File: src/rtl/ifu_if.sv
// Fetch-unit bus: control-unit PC select, instruction memory, A bus and branch trace port.
interface ifu_if;
  logic [1:0]  ps_in;
  logic        il_in;
  logic [15:0] imem_data_in;
  logic [15:0] a_in;
  logic [15:0] pc_out;
  logic [15:0] ins_out;
  logic [31:0] icount_out;
  logic        trace_rd_in;
  logic        trace_valid_out;
  logic [15:0] trace_data_out;
  logic        trace_ovf_out;

  modport master (
    output ps_in, il_in, imem_data_in, a_in, trace_rd_in,
    input  pc_out, ins_out, icount_out, trace_valid_out, trace_data_out, trace_ovf_out
  );

  modport slave (
    input  ps_in, il_in, imem_data_in, a_in, trace_rd_in,
    output pc_out, ins_out, icount_out, trace_valid_out, trace_data_out, trace_ovf_out
  );
endinterface

File: src/rtl/ifu.sv
// Instruction fetch unit: PC sequencing, instruction register, fetch counter.
// Optional 4-deep branch-source trace FIFO built when IFU_TRACE_EN is defined.
module ifu #(
  parameter logic [15:0] PC_RST = 16'h0000
) (
  input  logic clk,
  input  logic rst_n,
  ifu_if.slave bus
);
  localparam int unsigned DATA_W = 16;
  localparam int unsigned CNT_W  = 32;
  localparam int unsigned OFF_W  = 6;

  logic [DATA_W-1:0] pc_q, pc_nxt;
  logic [DATA_W-1:0] ins_q;
  logic [CNT_W-1:0]  icnt_q;
  logic [OFF_W-1:0]  br_off;
  logic [DATA_W-1:0] br_off_sx;

  // Branch offset comes from the instruction held before any load this cycle
  assign br_off    = {ins_q[8:6], ins_q[2:0]};
  assign br_off_sx = {{(DATA_W-OFF_W){br_off[OFF_W-1]}}, br_off};

  always_comb begin
    pc_nxt = pc_q;
    unique case (bus.ps_in)
      2'b01:   pc_nxt = pc_q + DATA_W'(1);
      2'b10:   pc_nxt = pc_q + br_off_sx;
      2'b11:   pc_nxt = bus.a_in;
      default: pc_nxt = pc_q;
    endcase
  end

  always_ff @(posedge clk or negedge rst_n) begin
    if (!rst_n) begin
      pc_q   <= PC_RST;
      ins_q  <= '0;
      icnt_q <= '0;
    end else begin
      pc_q <= pc_nxt;
      if (bus.il_in) begin
        ins_q <= bus.imem_data_in;
        if (icnt_q != '1) icnt_q <= icnt_q + CNT_W'(1);
      end
    end
  end

  assign bus.pc_out     = pc_q;
  assign bus.ins_out    = ins_q;
  assign bus.icount_out = icnt_q;

`ifdef IFU_TRACE_EN
  localparam int unsigned TRACE_DEPTH = 4;
  localparam int unsigned TCNT_W      = 3;
  localparam int unsigned TIDX_W      = 2;

  // Shift queue: entry 0 is oldest, slots at or above the count are kept zero
  logic [DATA_W-1:0] tq_q   [TRACE_DEPTH];
  logic [DATA_W-1:0] tq_nxt [TRACE_DEPTH];
  logic [TCNT_W-1:0] tcnt_q, tcnt_nxt;
  logic [TIDX_W-1:0] widx;
  logic              ovf_q, ovf_nxt;
  logic              tvalid_q;
  logic              push, pop, full;

  always_comb begin
    tq_nxt   = tq_q;
    tcnt_nxt = tcnt_q;
    ovf_nxt  = ovf_q;
    widx     = '0;
    push     = bus.ps_in[1];
    pop      = bus.trace_rd_in && (tcnt_q != '0);
    full     = (tcnt_q == TCNT_W'(TRACE_DEPTH));

    if (pop || (push && full)) begin
      tq_nxt[0] = tq_q[1];
      tq_nxt[1] = tq_q[2];
      tq_nxt[2] = tq_q[3];
      tq_nxt[3] = '0;
    end

    if (push) begin
      if (pop) begin
        widx = TIDX_W'(tcnt_q - TCNT_W'(1));
      end else if (full) begin
        widx    = TIDX_W'(TRACE_DEPTH - 1);
        ovf_nxt = 1'b1;
      end else begin
        widx     = TIDX_W'(tcnt_q);
        tcnt_nxt = tcnt_q + TCNT_W'(1);
      end
      tq_nxt[widx] = pc_q;
    end else if (pop) begin
      tcnt_nxt = tcnt_q - TCNT_W'(1);
    end
  end

  always_ff @(posedge clk or negedge rst_n) begin
    if (!rst_n) begin
      tq_q     <= '{default: '0};
      tcnt_q   <= '0;
      ovf_q    <= 1'b0;
      tvalid_q <= 1'b0;
    end else begin
      tq_q     <= tq_nxt;
      tcnt_q   <= tcnt_nxt;
      ovf_q    <= ovf_nxt;
      tvalid_q <= (tcnt_nxt != '0);
    end
  end

  assign bus.trace_valid_out = tvalid_q;
  assign bus.trace_data_out  = tq_q[0];
  assign bus.trace_ovf_out   = ovf_q;
`else
  logic unused_trace_rd;
  assign unused_trace_rd     = bus.trace_rd_in;
  assign bus.trace_valid_out = 1'b0;
  assign bus.trace_data_out  = '0;
  assign bus.trace_ovf_out   = 1'b0;
`endif

endmodule

File: src/flat_wrapper.sv
// flat-port wrapper written by rule: the top's interface ports become plain ports
module ifu_flat 
#(
  parameter logic [15:0] PC_RST = 16'h0000
)
  (clk, rst_n, bus_ps_in, bus_il_in, bus_imem_data_in, bus_a_in, bus_trace_rd_in, bus_pc_out, bus_ins_out, bus_icount_out, bus_trace_valid_out, bus_trace_data_out, bus_trace_ovf_out);
  ifu_if bus_i ();
  input  logic clk;
  input  logic rst_n;
  input wire logic [$bits(bus_i.ps_in)-1:0] bus_ps_in;
  input wire logic [$bits(bus_i.il_in)-1:0] bus_il_in;
  input wire logic [$bits(bus_i.imem_data_in)-1:0] bus_imem_data_in;
  input wire logic [$bits(bus_i.a_in)-1:0] bus_a_in;
  input wire logic [$bits(bus_i.trace_rd_in)-1:0] bus_trace_rd_in;
  output wire logic [$bits(bus_i.pc_out)-1:0] bus_pc_out;
  output wire logic [$bits(bus_i.ins_out)-1:0] bus_ins_out;
  output wire logic [$bits(bus_i.icount_out)-1:0] bus_icount_out;
  output wire logic [$bits(bus_i.trace_valid_out)-1:0] bus_trace_valid_out;
  output wire logic [$bits(bus_i.trace_data_out)-1:0] bus_trace_data_out;
  output wire logic [$bits(bus_i.trace_ovf_out)-1:0] bus_trace_ovf_out;
  assign bus_i.ps_in = bus_ps_in;
  assign bus_i.il_in = bus_il_in;
  assign bus_i.imem_data_in = bus_imem_data_in;
  assign bus_i.a_in = bus_a_in;
  assign bus_i.trace_rd_in = bus_trace_rd_in;
  assign bus_pc_out = bus_i.pc_out;
  assign bus_ins_out = bus_i.ins_out;
  assign bus_icount_out = bus_i.icount_out;
  assign bus_trace_valid_out = bus_i.trace_valid_out;
  assign bus_trace_data_out = bus_i.trace_data_out;
  assign bus_trace_ovf_out = bus_i.trace_ovf_out;
  ifu #(.PC_RST(PC_RST)) u_core (.clk(clk), .rst_n(rst_n), .bus(bus_i));
endmodule
File: config.mk
export PLATFORM = sky130hd
export DESIGN_NAME = ifu_flat
export DESIGN_NICKNAME = d
export VERILOG_FILES = /design/src/rtl/ifu_if.sv /design/src/rtl/ifu.sv /design/src/flat_wrapper.sv
export SDC_FILE = /design/constraint.sdc
export NUM_CORES = 1
export LEC_CHECK = 0
export BUFFER_PORTS_ARGS = -buffer_cell sky130_fd_sc_hd__buf_2
export CAP_MARGIN = 10
export CELL_PAD_IN_SITES_DETAIL_PLACEMENT = 0
export CELL_PAD_IN_SITES_GLOBAL_PLACEMENT = 2
export CORE_AREA = 2 2 111 113
export CTS_CLUSTER_SIZE = 12
export DETAILED_ROUTE_END_ITERATION = 7
export DIE_AREA = 0 0 113 115
export GPL_TIMING_DRIVEN = 0
export PLACE_DENSITY = 0.94
export SYNTH_ARGS = -nofsm -noshare
export SYNTH_HDL_FRONTEND = slang
export SYNTH_SLANG_ARGS = --single-unit
File: constraint.sdc
create_clock -name clk -period 3.95 [get_ports clk]
set_input_delay 0 -clock clk [delete_from_list [all_inputs] [get_ports clk]]
set_output_delay 0 -clock clk [all_outputs]
set_load 0.05 [all_outputs]
==> results of run 1 <==
[power by group through the flow]
stage | combinational (W) | sequential (W) | clock (W)
3_3_place_gp | 0.000904 | 0.000868 | 0
6_report | 0.000937 | 0.000865 | 0.000851
4_1_cts | 0.000939 | 0.000862 | 0.000879
2_1_floorplan | 0.000379 | 0.00117 | 0
5_1_grt | 0.00100 | 0.000881 | 0.000907
3_5_place_dp | 0.000914 | 0.000871 | 0
[layout make-up]
cell class | count | area, um2
flip-flops and latches | 64 | 1600
fillers | 1182 | 6670
repair buffers | 124 | 748
plain buffers | 37 | 213
clock inverters | 3 | 65.1
inverters | 11 | 41.3
multi-input cells | 303 | 2040
well taps | 147 | 184
clock buffers | 13 | 250
[layer usage]
metal  global-route usage [%]  wire, um  vias up
met4                     8.21       280        0
met2                     27.9      5160      130
li1                         -         -     1734
met3                     3.85       774       24
met1                     21.5      4580     1703
met5                        0         0        -
[per-stage QoR]
stage          total power, W  worst slack, ns  hold slack [ns]
2_1_floorplan         0.00155            0.946           -0.296
3_3_place_gp          0.00177            0.478            0.231
3_5_place_dp          0.00179            0.395            0.162
4_1_cts               0.00268            0.736           0.0127
5_1_grt               0.00279            0.335           0.0276
6_report              0.00265            0.695           0.0285
[worst register-to-register path, delay by kind of cell, from the launching register on]
kind                     cells  cell delay (ns)
AO/OA/AOI/OAI                3             0.81
flip-flops                   1             0.40
adder cells (fa/ha/maj)      3             1.01
AND/OR/NAND/NOR              3             0.89
[timing repair]
| action | in CTS | in global routing |
|---|---|---|
| setup buffers | 0 | 0 |
| setup endpoints to repair | 0 | 0 |
| hold buffers | 25 | 0 |
| hold endpoints to repair | 88 | 0 |
[state kept, by name, summed over array words and instances, names as in the netlist]
name,count
u_core.bus.icount_out,32
u_core.bus.ins_out,16
u_core.bus.pc_out,16
[path summary, 6_finish.rpt]
check,start,to
worst max-delay path,bus_ps_in[1],u_core.bus.pc_out[9]
worst min-delay path,bus_a_in[6],u_core.bus.pc_out[6]
worst max register to register,u_core.bus.ins_out[0],u_core.bus.pc_out[14]
worst min register to register,u_core.bus.icount_out[23],u_core.bus.icount_out[23]
max in group asynchronous,rst_n,u_core.bus.icount_out[28]
min in group asynchronous,rst_n,u_core.bus.pc_out[7]
[layout by cell type, fill, tap and decap left out, drive strengths merged, types with 4 or more instances in the layout]
master,count
and4,9
buf,123
xor2,6
or3,5
inv,10
nor3,14
mux2i,7
conb,18
a21oi,15
nand4,10
mux2,16
ha,6
dfrtp,64
dlygate4sd3,25
clkbuf,26
a31oi,4
nor4,6
nand3,26
xnor2,29
and3,11
nor2,25
o21ai,12
nand2,25
nor2b,4
a211oi,8
[cells by family (layout without fill, tap and decap cells)]
kind of cell | Yosys count | after routing | share of synthesized area, %
AND/OR/NAND/NOR | 148 | 148 | 20.6
XOR/XNOR | 35 | 35 | 8.00
other | 1 | 18 | 0.0979
adder cells (fa/ha/maj) | 10 | 10 | 3.27
multiplexers | 23 | 23 | 6.53
flip-flops | 64 | 64 | 41.8
buffers and inverters | 48 | 188 | 6.63
AO/OA/AOI/OAI | 69 | 69 | 13.0
==> impl_results.md, run 1 <==
- Status: finished with violations
- Violated checks: design-rule violations
- Synth Flop Type: dfrtp_1
- Die H: 115 um
- Yosys warns: 0
- Placed Cells incl. Taps: 661
- Psw: 0.00106 W
- Die Area: 0.0130 mm2
- Chip width: 113 um
- PortBufs: 99
- Final Hold Viols: 0
- VDD IR max: 0.000434 V
- Residual DRC count: 6
- Critical Path Slowest Stage Cell: o2111ai_1
- Final core utilization: 43.5%
- H-tree levels: 3
- Clock Latency Late Sink: 0.34 ns
- CP Capture Type: register
- Worst Path Buf+Inv: 5
- Top cell type's share of synthesized area: 41.8%
- Seq cells post-synth: 64
- Post-synth EDFFs: 0
- Asr flop ratio synth: 100%
- Non-Filler Instances: 702
- Number of buffers created by CTS: 9
- Crit-path max cell delay: 0.66 ns
- CP top delay family: buffers and inverters
- GRT overflow: 0
- Clk buf depth: 2
- Starting Density: 32.4%
- Crit path depth: 13
- Slew HR: 43.2%
- Cells resized by post-CTS repair: 0
- Least-Margin Pin Slew: 0.852 ns
- Design Area, Final: 0.00514 mm2
- Area post-placement: 0.00458 mm2
- P&R area growth vs syn: 34.2%
- Initial DRC Count: 153
- Setup TNS: 0 ns
- First-pass GRT wire length: 17.4 mm
- GPL Wtd Cong: 0.905
- RSZ-0062 raised after global routing: false
- Hold Path Class: in -> reg
- TritonCTS clock tree: yes
- Max-cap check violation count: 0
- Count leader, synth: dfrtp_1
- CP most frequent cell: clkbuf_1
- CP Max Fanout: 10
- Post-layout minimum cycle time: 3.25 ns
- Net Sw Frac: 39.9%
- Post-synth top area cell: dfrtp_1
- Top post-synthesis cells by area: dfrtp_1 (42%), xnor2_1 (6.6%), mux2_2 (4.7%)
- Kind of critical path: in -> reg
- DR pass1 iterations: 7
- PwrDens: 516 mW/mm2
- Final wirelength: 10.8 mm
- Total GRT Usage: 17.1%
- Via Count: 3591
- Setup Skew: 0.00393 ns
- Initial antenna violation count: 0
- Synthesized area per cell: 9.63 um2
- WP data arrival: 3.48 ns
- Nets: 595
- Most frequent cells after synthesis: dfrtp_1 (64), xnor2_1 (29), nand3_1 (26)
- Vias in the first global route: 3405
- Final setup vio count: 0
- Post-detailed-route wirelength per cell: 15.4 um
- Hpwl dp: 7.75 mm
- Mapped cell area: 0.00383 mm2
- Layout cell share with drive strength beyond 1: 28.3%
- Seq pwr share: 32.6%
- Row count: 40
- Comb pwr share: 35.3%
- Routed vias/inst: 5.12
- Int Pwr: 0.00159 W
- Fmax: 307 MHz
- Worst-path cell chain: buf_2 -> buf_2 -> clkbuf_1 -> clkbuf_1 -> and3_1 -> ha_1 -> nand3_1 -> o2111ai_1 -> clkbuf_1 -> nor3_1 -> a2111oi_0 -> nor2_1 -> o311ai_0
- Worst-path clk slew: 0.05 ns
- Fin. max-slew vios: 0
- Root buffer cell: clkbuf_16
- Worst r2r path cells: 9
- Clock share of power: 32.1%
- Core ar.: 0.0118 mm2
- Clk sink count: 64
- Routed Antenna Nets: 0
- Ant. Diodes: 0
- Worst setup SP type: input port
- Largest net degree at the start of global routing: 65
- Seq/Total Area, Yosys: 41.8%
- Synth unique cells: 60
- Worst hold stages: 3
- Io pins: 120
- Static Leakage: 2.41 nW
- Tcrit/Tclk final: 82.4%
- R2r setup slk: 0.77 ns
- Worst path required time: 4.17 ns
- Synth Instances: 398
Note: power is estimated with default switching activity, not from simulation.
==> inputs of run 2 (changes only) <==
--- a/config.mk
+++ b/config.mk
@@ -9,12 +9,12 @@
 export CAP_MARGIN = 10
 export CELL_PAD_IN_SITES_DETAIL_PLACEMENT = 0
 export CELL_PAD_IN_SITES_GLOBAL_PLACEMENT = 2
-export CORE_AREA = 2 2 111 113
+export CORE_AREA = 2 2 115 117
 export CTS_CLUSTER_SIZE = 12
 export DETAILED_ROUTE_END_ITERATION = 7
-export DIE_AREA = 0 0 113 115
+export DIE_AREA = 0 0 117 119
 export GPL_TIMING_DRIVEN = 0
-export PLACE_DENSITY = 0.94
+export PLACE_DENSITY = 0.89
 export SYNTH_ARGS = -nofsm -noshare
 export SYNTH_HDL_FRONTEND = slang
 export SYNTH_SLANG_ARGS = --single-unit
==> constraint.sdc (replaced) <==
create_clock -name clk -period 3 [get_ports clk]
set_input_delay 0 -clock clk [delete_from_list [all_inputs] [get_ports clk]]
set_output_delay 0 -clock clk [all_outputs]
set_load 0.05 [all_outputs]
==> run 2 against run 1 <==
  * Critical endpoint is now u_core.bus.pc_out[12]
  * Sequential share of layout area down 0.42 points
  * The flow now finishes without violations
  * Core utilization down 3.0 points
  * Routed wire length up 4.4%
  * Sequential power up 32%
  * Largest cell class unchanged
  * Clock skew up 0.0027 ns
  * Worst setup slack worse by 0.52 ns
  * Die area up 7.1%
  * Worst hold slack worse by 0.0039 ns
  * Global-route usage down 0.47 points
==> impl_results.md, run 2 (synthesis gave the netlist of run 1 again) <==
- Status: finished clean
- H-tree levels: 3 (unchanged)
- Most common cell after layout, fill and taps aside: buf_2
- Vias in the first global route: 3523 (+3.5%)
- Final setup vio count: 0 (unchanged)
- Clock Latency Late Sink: 0.33 ns (about the same)
- Number of flip-flops in the largest register: 32 (unchanged)
- Initial DRC Count: 220 (+44%)
- Most frequent cells in the layout: buf_2 (100), dfrtp_1 (63), xnor2_1 (29)
- Setup Skew: 0.00666 ns (+0.00273 ns)
- Clk buf depth: 2 (unchanged)
- DR pass1 iterations: 4 (-3)
- WP data arrival: 3.05 ns (-0.43 ns)
- Die H: 119 um (+3.5%)
- TritonCTS clock tree: yes
- Total power: 0.00346 W (+31%)
- Die Area: 0.0139 mm2 (+7.1%)
- Routed Antenna Nets: 0 (unchanged)
- Area post-placement: 0.00461 mm2 (+0.82%)
- Int Pwr: 0.00203 W (+27%)
- Final wirelength: 11.3 mm (+4.4%)
- VDD IR max: 0.000430 V (-0.82%)
- Hpwl dp: 7.99 mm (+3.1%)
- Least-Margin Pin Slew: 0.913 ns (+0.0615 ns)
- Fmax: 354 MHz
- Largest net degree at the start of global routing: 65 (unchanged)
- RSZ-0062 raised after global routing: false
- Fin. max-slew vios: 0 (unchanged)
- Initial antenna violation count: 0 (unchanged)
- Psw: 0.00144 W (+36%)
- Setup WS pre-CTS: -0.576 ns (-0.971 ns)
- Placed Cells incl. Taps: 690 (+4.4%)
- GPL Wtd Cong: 0.838 (-7.4%)
- Post-detailed-route wirelength per cell: 15.4 um (+0.23%)
- Number of buffers created by CTS: 9 (unchanged)
- PwrDens: 663 mW/mm2 (+29%)
- Chip width: 117 um (+3.5%)
- CP Max Fanout: 5 (-5)
- Layout cell share with drive strength beyond 1: 30.5% (+2.2 points)
- Worst setup margin: 0.177 ns (-0.518 ns)
- Net Sw Frac: 41.5% (+1.5 points)
- Worst hold stages: 3 (unchanged)
- Clock share of power: 30.4% (-1.7 points)
- Worst r2r path cells: 9 (unchanged)
- Comb pwr share: 36.7% (+1.4 points)
- Worst setup SP type: register
- GRT overflow: 0 (unchanged)
- Design Area, Final: 0.00522 mm2 (+1.5%)
- Clk sink count: 64 (unchanged)
- Ant. Diodes: 0 (unchanged)
- Max-cap check violation count: 0 (unchanged)
- P&R area growth vs syn: 36.2%
- Total GRT Usage: 16.6% (-0.47 points)
- PortBufs: 99 (unchanged)
- Kind of critical path: reg -> reg
- First-pass GRT wire length: 17.9 mm (+3.0%)
- Via Count: 3600 (+0.25%)
- Nets: 595 (unchanged)
- Fill count: 1293 (+9.4%)
- Io pins: 120 (unchanged)
- Seq pwr share: 32.9% (+0.3 points)
- Residual DRC count: 0 (-6)
- Routed vias/inst: 4.92 (-3.7%)
- Worst path required time: 3.23 ns (-0.94 ns)
- Worst-path clk slew: 0.06 ns (about the same)
- Row count: 42 (+5.0%)
- Root buffer cell: clkbuf_16
- Hold Path Class: in -> reg
- CP Capture Type: register
- Static Leakage: 2.41 nW (about the same)
- Starting Density: 29.8% (-2.7 points)
- Slew HR: 38.6% (-4.6 points)
- Non-Filler Instances: 731 (+4.1%)
- Core ar.: 0.0129 mm2 (+9.0%)
- Tcrit/Tclk final: 94.1%
- Post-layout minimum cycle time: 2.82 ns
- Postcts setup bufs: 0 (unchanged)
- Final Hold Viols: 0 (unchanged)
run 2: area by class of cell:
| cell class | count | area, um2 | share of cell area [%] |
|---|---|---|---|
| Inverter | 11 | 45.0 | 0.863 |
| Clock buffer | 13 | 250 | 4.80 |
| Timing Repair Buffer | 124 | 748 | 14.3 |
| Sequential cell | 64 | 1600 | 30.7 |
| Clock inverter | 3 | 42.5 | 0.815 |
| Multi-Input combinational cell | 303 | 2090 | 40.1 |
| Buffer | 37 | 216 | 4.15 |
| Tap cell | 176 | 220 | 4.22 |
run 2: through the flow:
step / setup TNS, ns / utilization (%) / hold WS, ns
5_1_grt: 0 / 40.5 / 0.0666
3_3_place_gp: -4.06 / 35.8 / 0.229
6_report: 0 / 40.5 / 0.0246
2_1_floorplan: 0 / - / -0.296
3_5_place_dp: -4.17 / 35.8 / 0.178
4_1_cts: 0 / 40.2 / 0.00905
run 2: worst max-delay path, cell delays in order, from the launching register on:
cell      delay [ns]
dfrtp_2         0.44
or3_1           0.33
ha_1            0.23
fa_2            0.39
a211oi_4        0.28
o21a_2          0.28
mux2i_2         0.31
maj3_1          0.22
nor2_1          0.04
a311oi_1        0.20
run 2: metal layers:
layer	up-vias	GRT usage, %	share of wire, %
li1	1731	-	-
met1	1718	21.7	45
met2	141	26.3	47
met3	10	4.99	7.2
met4	0	5.15	0.86
met5	-	0	0
run 2: worst paths after layout:
| path | start | endpoint | slack, ns |
|---|---|---|---|
| max | u_core.bus.ins_out[0] | u_core.bus.pc_out[12] | 0.18 |
| min | bus_a_in[6] | u_core.bus.pc_out[6] | 0.02 |
| max reg2reg | u_core.bus.ins_out[0] | u_core.bus.pc_out[12] | 0.18 |
| min reg2reg | u_core.bus.icount_out[27] | u_core.bus.icount_out[27] | 0.48 |
| max in group asynchronous | rst_n | u_core.bus.ins_out[0] | 2.05 |
| min in group asynchronous | rst_n | u_core.bus.pc_out[0] | 0.32 |
run 2: power groups by stage:
| stage | Combinational (W) | Sequential [W] | Clock [W] |
|---|---|---|---|
| after floorplan | 0.000499 | 0.00154 | 0 |
| after global placement | 0.00120 | 0.00114 | 0 |
| after detailed placement | 0.00121 | 0.00115 | 0 |
| after CTS | 0.00125 | 0.00114 | 0.00108 |
| after global routing | 0.00136 | 0.00116 | 0.00113 |
| final | 0.00127 | 0.00114 | 0.00105 |
run 2: what timing repair did:
action	CTS	global route
pin swaps	0	2
resized for setup	5	11
hold buffers	25	0
endpoints found under the setup margin	8	7
endpoints found under the hold margin	88	0
==> inputs of run 3 (changes only) <==
--- a/config.mk
+++ b/config.mk
@@ -15,6 +15,7 @@
 export DIE_AREA = 0 0 117 119
 export GPL_TIMING_DRIVEN = 0
 export PLACE_DENSITY = 0.89
+export REMOVE_ABC_BUFFERS = 1
 export SYNTH_ARGS = -nofsm -noshare
 export SYNTH_HDL_FRONTEND = slang
 export SYNTH_SLANG_ARGS = --single-unit
==> run 3 against run 2 <==
  * Power is 2.2% lower
  * Die area stayed put
  * Maximum frequency hardly changed
  * Global-route usage is 1.0 points lower
  * Count of clock-buffer cells in the layout is 1 lower
  * Core utilization is 1.7 points lower
  * Routed wire length is 6.9% lower
  * Largest cell class unchanged
  * Largest power group is now sequential cells
==> impl_results.md, run 3 (synthesis gave the netlist of run 1 again) <==
- Post-layout minimum cycle time: 2.82 ns (-0.000239 ns)
- PwrDens: 677 mW/mm2 (+2.1%)
- Ant. Diodes: 0 (unchanged)
- Worst Path Buf+Inv: 0 (unchanged)
- Row count: 42 (unchanged)
- Final core utilization: 38.8% (-1.7 points)
- Nets: 560 (-5.9%)
- Worst-path clk slew: 0.05 ns (about the same)
- Hold Path Class: in -> reg
- RR Startpoint: u_core.bus.ins_out[0]
- DR pass1 iterations: 4 (unchanged)
- GRT overflow: 0 (unchanged)
- Tcrit/Tclk final: 94.1% (about the same)
- Total power: 0.00339 W (-2.2%)
- Clk buf depth: 2 (unchanged)
- Root buffer cell: clkbuf_16
- Design Area, Final: 0.00500 mm2 (-4.1%)
- Most common cell after layout, fill and taps aside: buf_2
- Initial antenna violation count: 0 (unchanged)
- Worst setup SP type: register
- H-tree levels: 3 (unchanged)
- CP Max Fanout: 9 (+4)
- Via Count: 3460 (-3.9%)
- Slew HR: 41.7% (+3.1 points)
- VDD IR max: 0.000621 V (+44%)
- Worst hold stages: 3 (unchanged)
- Number of flip-flops in the largest register: 32 (unchanged)
- Clk sink count: 64 (unchanged)
- Final Hold Viols: 0 (unchanged)
- Largest net degree at the start of global routing: 65 (unchanged)
- Setup Skew: 0.00721 ns (+0.000551 ns)
- Critical Path Slowest Stage Cell: fa_1
- Setup TNS: 0 ns (unchanged)
- Hpwl dp: 7.19 mm (-10%)
- Vias in the first global route: 3338 (-5.3%)
- RSZ-0062 raised after global routing: false
- Clock Latency Late Sink: 0.33 ns (about the same)
- CP top delay family: adder cells
- CP Capture Type: register
- Number of buffers created by CTS: 9 (unchanged)
- Die H: 119 um (unchanged)
- Die Area: 0.0139 mm2 (unchanged)
- TritonCTS clock tree: yes
- Crit Reg-Reg Endpoint: u_core.bus.pc_out[14]
- Initial DRC Count: 255 (+16%)
- Hold EP: u_core.bus.pc_out[4]
- Final wirelength: 10.5 mm (-6.9%)
- Worst-path cell chain: or3_1 -> ha_1 -> fa_1 -> a211oi_2 -> o21ai_2 -> nor4_4 -> nor2_1 -> maj3_1 -> a21oi_1
- Status: finished clean
- Max-cap check violation count: 0 (unchanged)
- PortBufs: 100 (+1.0%)
- Routed vias/inst: 4.98 (+1.1%)
- Hold_sp: bus_a_in[4]
- Static Leakage: 2.28 nW (-5.2%)
- Kind of critical path: reg -> reg
- Fill count: 1321 (+2.2%)
- Crit-path max cell delay: 0.45 ns (about the same)
- Io pins: 120 (unchanged)
- Least-Margin Pin Slew: 0.875 ns (-0.0388 ns)
- P&R area growth vs syn: 30.5%
- Area post-placement: 0.00442 mm2 (-4.3%)
- Layout cell share with drive strength beyond 1: 27.9% (-2.5 points)
- Worst path required time: 3.26 ns (+0.03 ns)
- Residual DRC count: 0 (unchanged)
- First-pass GRT wire length: 16.9 mm (-5.9%)
- Post-detailed-route wirelength per cell: 15.1 um (-2.1%)
- Total GRT Usage: 15.5% (-1.0 points)
- Fin. max-slew vios: 0 (unchanged)
- R2r setup slk: 0.18 ns (about the same)
- Most frequent cells in the layout: buf_2 (97), dfrtp_1 (64), xnor2_1 (29)
- Fmax: 354 MHz (about the same)
- WP data arrival: 3.08 ns (+0.03 ns)
- Routed Antenna Nets: 0 (unchanged)
- Starting Density: 29.8% (unchanged)
- Core ar.: 0.0129 mm2 (unchanged)
- Worst r2r path cells: 9 (unchanged)
- Chip width: 117 um (unchanged)
- GPL Wtd Cong: 0.825 (-1.6%)
- Final setup vio count: 0 (unchanged)
[run 3: changes by cell type in the layout (fill, tap and decap cells not counted), moves of 2 or more]
| cell | before | now |
|---|---|---|
| clkbuf_1 | 13 | 2 |
| clkbuf_2 | 3 | 0 |
| buf_2 | 100 | 97 |
| buf_4 | 20 | 1 |
| buf_6 | 0 | 2 |
| buf_1 | 3 | 0 |
[run 3: final cells by class]
class | count | area [um2] | share of cell area, %
inverters | 11 | 42.5 | 0.851
well taps | 176 | 220 | 4.40
repair buffers | 126 | 773 | 15.5
flip-flops and latches | 64 | 1600 | 32.0
clock inverters | 3 | 42.5 | 0.851
multi-input cells | 303 | 2070 | 41.5
clock buffers | 12 | 246 | 4.93
[run 3: repair_timing]
action                                  4_1_cts  5_1_grt
hold buffers                                 25        0
hold endpoints to repair                     88        0
resized for setup                             6        5
buffers inserted                              0        0
endpoints found under the setup margin        9        7
[run 3: worst max-delay path by stage]
stage,from,end,cells after the start
floorplan,u_core.bus.ins_out[0],u_core.bus.pc_out[14],9
global placement,bus_ps_in[1],u_core.bus.pc_out[15],10
detailed placement,bus_ps_in[1],u_core.bus.pc_out[14],11
CTS,u_core.bus.ins_out[0],u_core.bus.pc_out[14],9
global route,u_core.bus.ins_out[0],u_core.bus.pc_out[14],9
finish,u_core.bus.ins_out[0],u_core.bus.pc_out[14],9
[run 3: power breakdown]
part | internal (W) | total (W) | switching (W)
Combinational | 0.000346 | 0.00117 | 0.000824
Sequential | 0.000985 | 0.00118 | 0.000192
Clock | 0.000660 | 0.00104 | 0.000380
[run 3: worst reg2reg max path: stages, from the launching register on]
cell and delay, ns:
dfrtp_1 0.38, or3_1 0.31, ha_1 0.21, fa_1 0.45, a211oi_2 0.32, o21ai_2 0.20
nor4_4 0.32, nor2_1 0.07, maj3_1 0.35, a21oi_1 0.14
[run 3: metal layers]
metal | vias to the layer above | GRT usage, % | part of all wire (%)
li1 | 1656 | - | -
met1 | 1691 | 20.7 | 44
met2 | 103 | 24.7 | 49
met3 | 10 | 3.97 | 5.7
met4 | 0 | 4.78 | 0.92
met5 | - | 0 | 0
[run 3: through the flow]
step	std cells	worst slack (ns)	hold slack, ns
floorplan	378	-0.00476	-0.296
global placement	654	-0.993	0.232
detailed placement	655	-0.980	0.170
CTS	695	0.0555	0.0219
global route	695	0.0211	0.0363
finish	695	0.177	0.0108
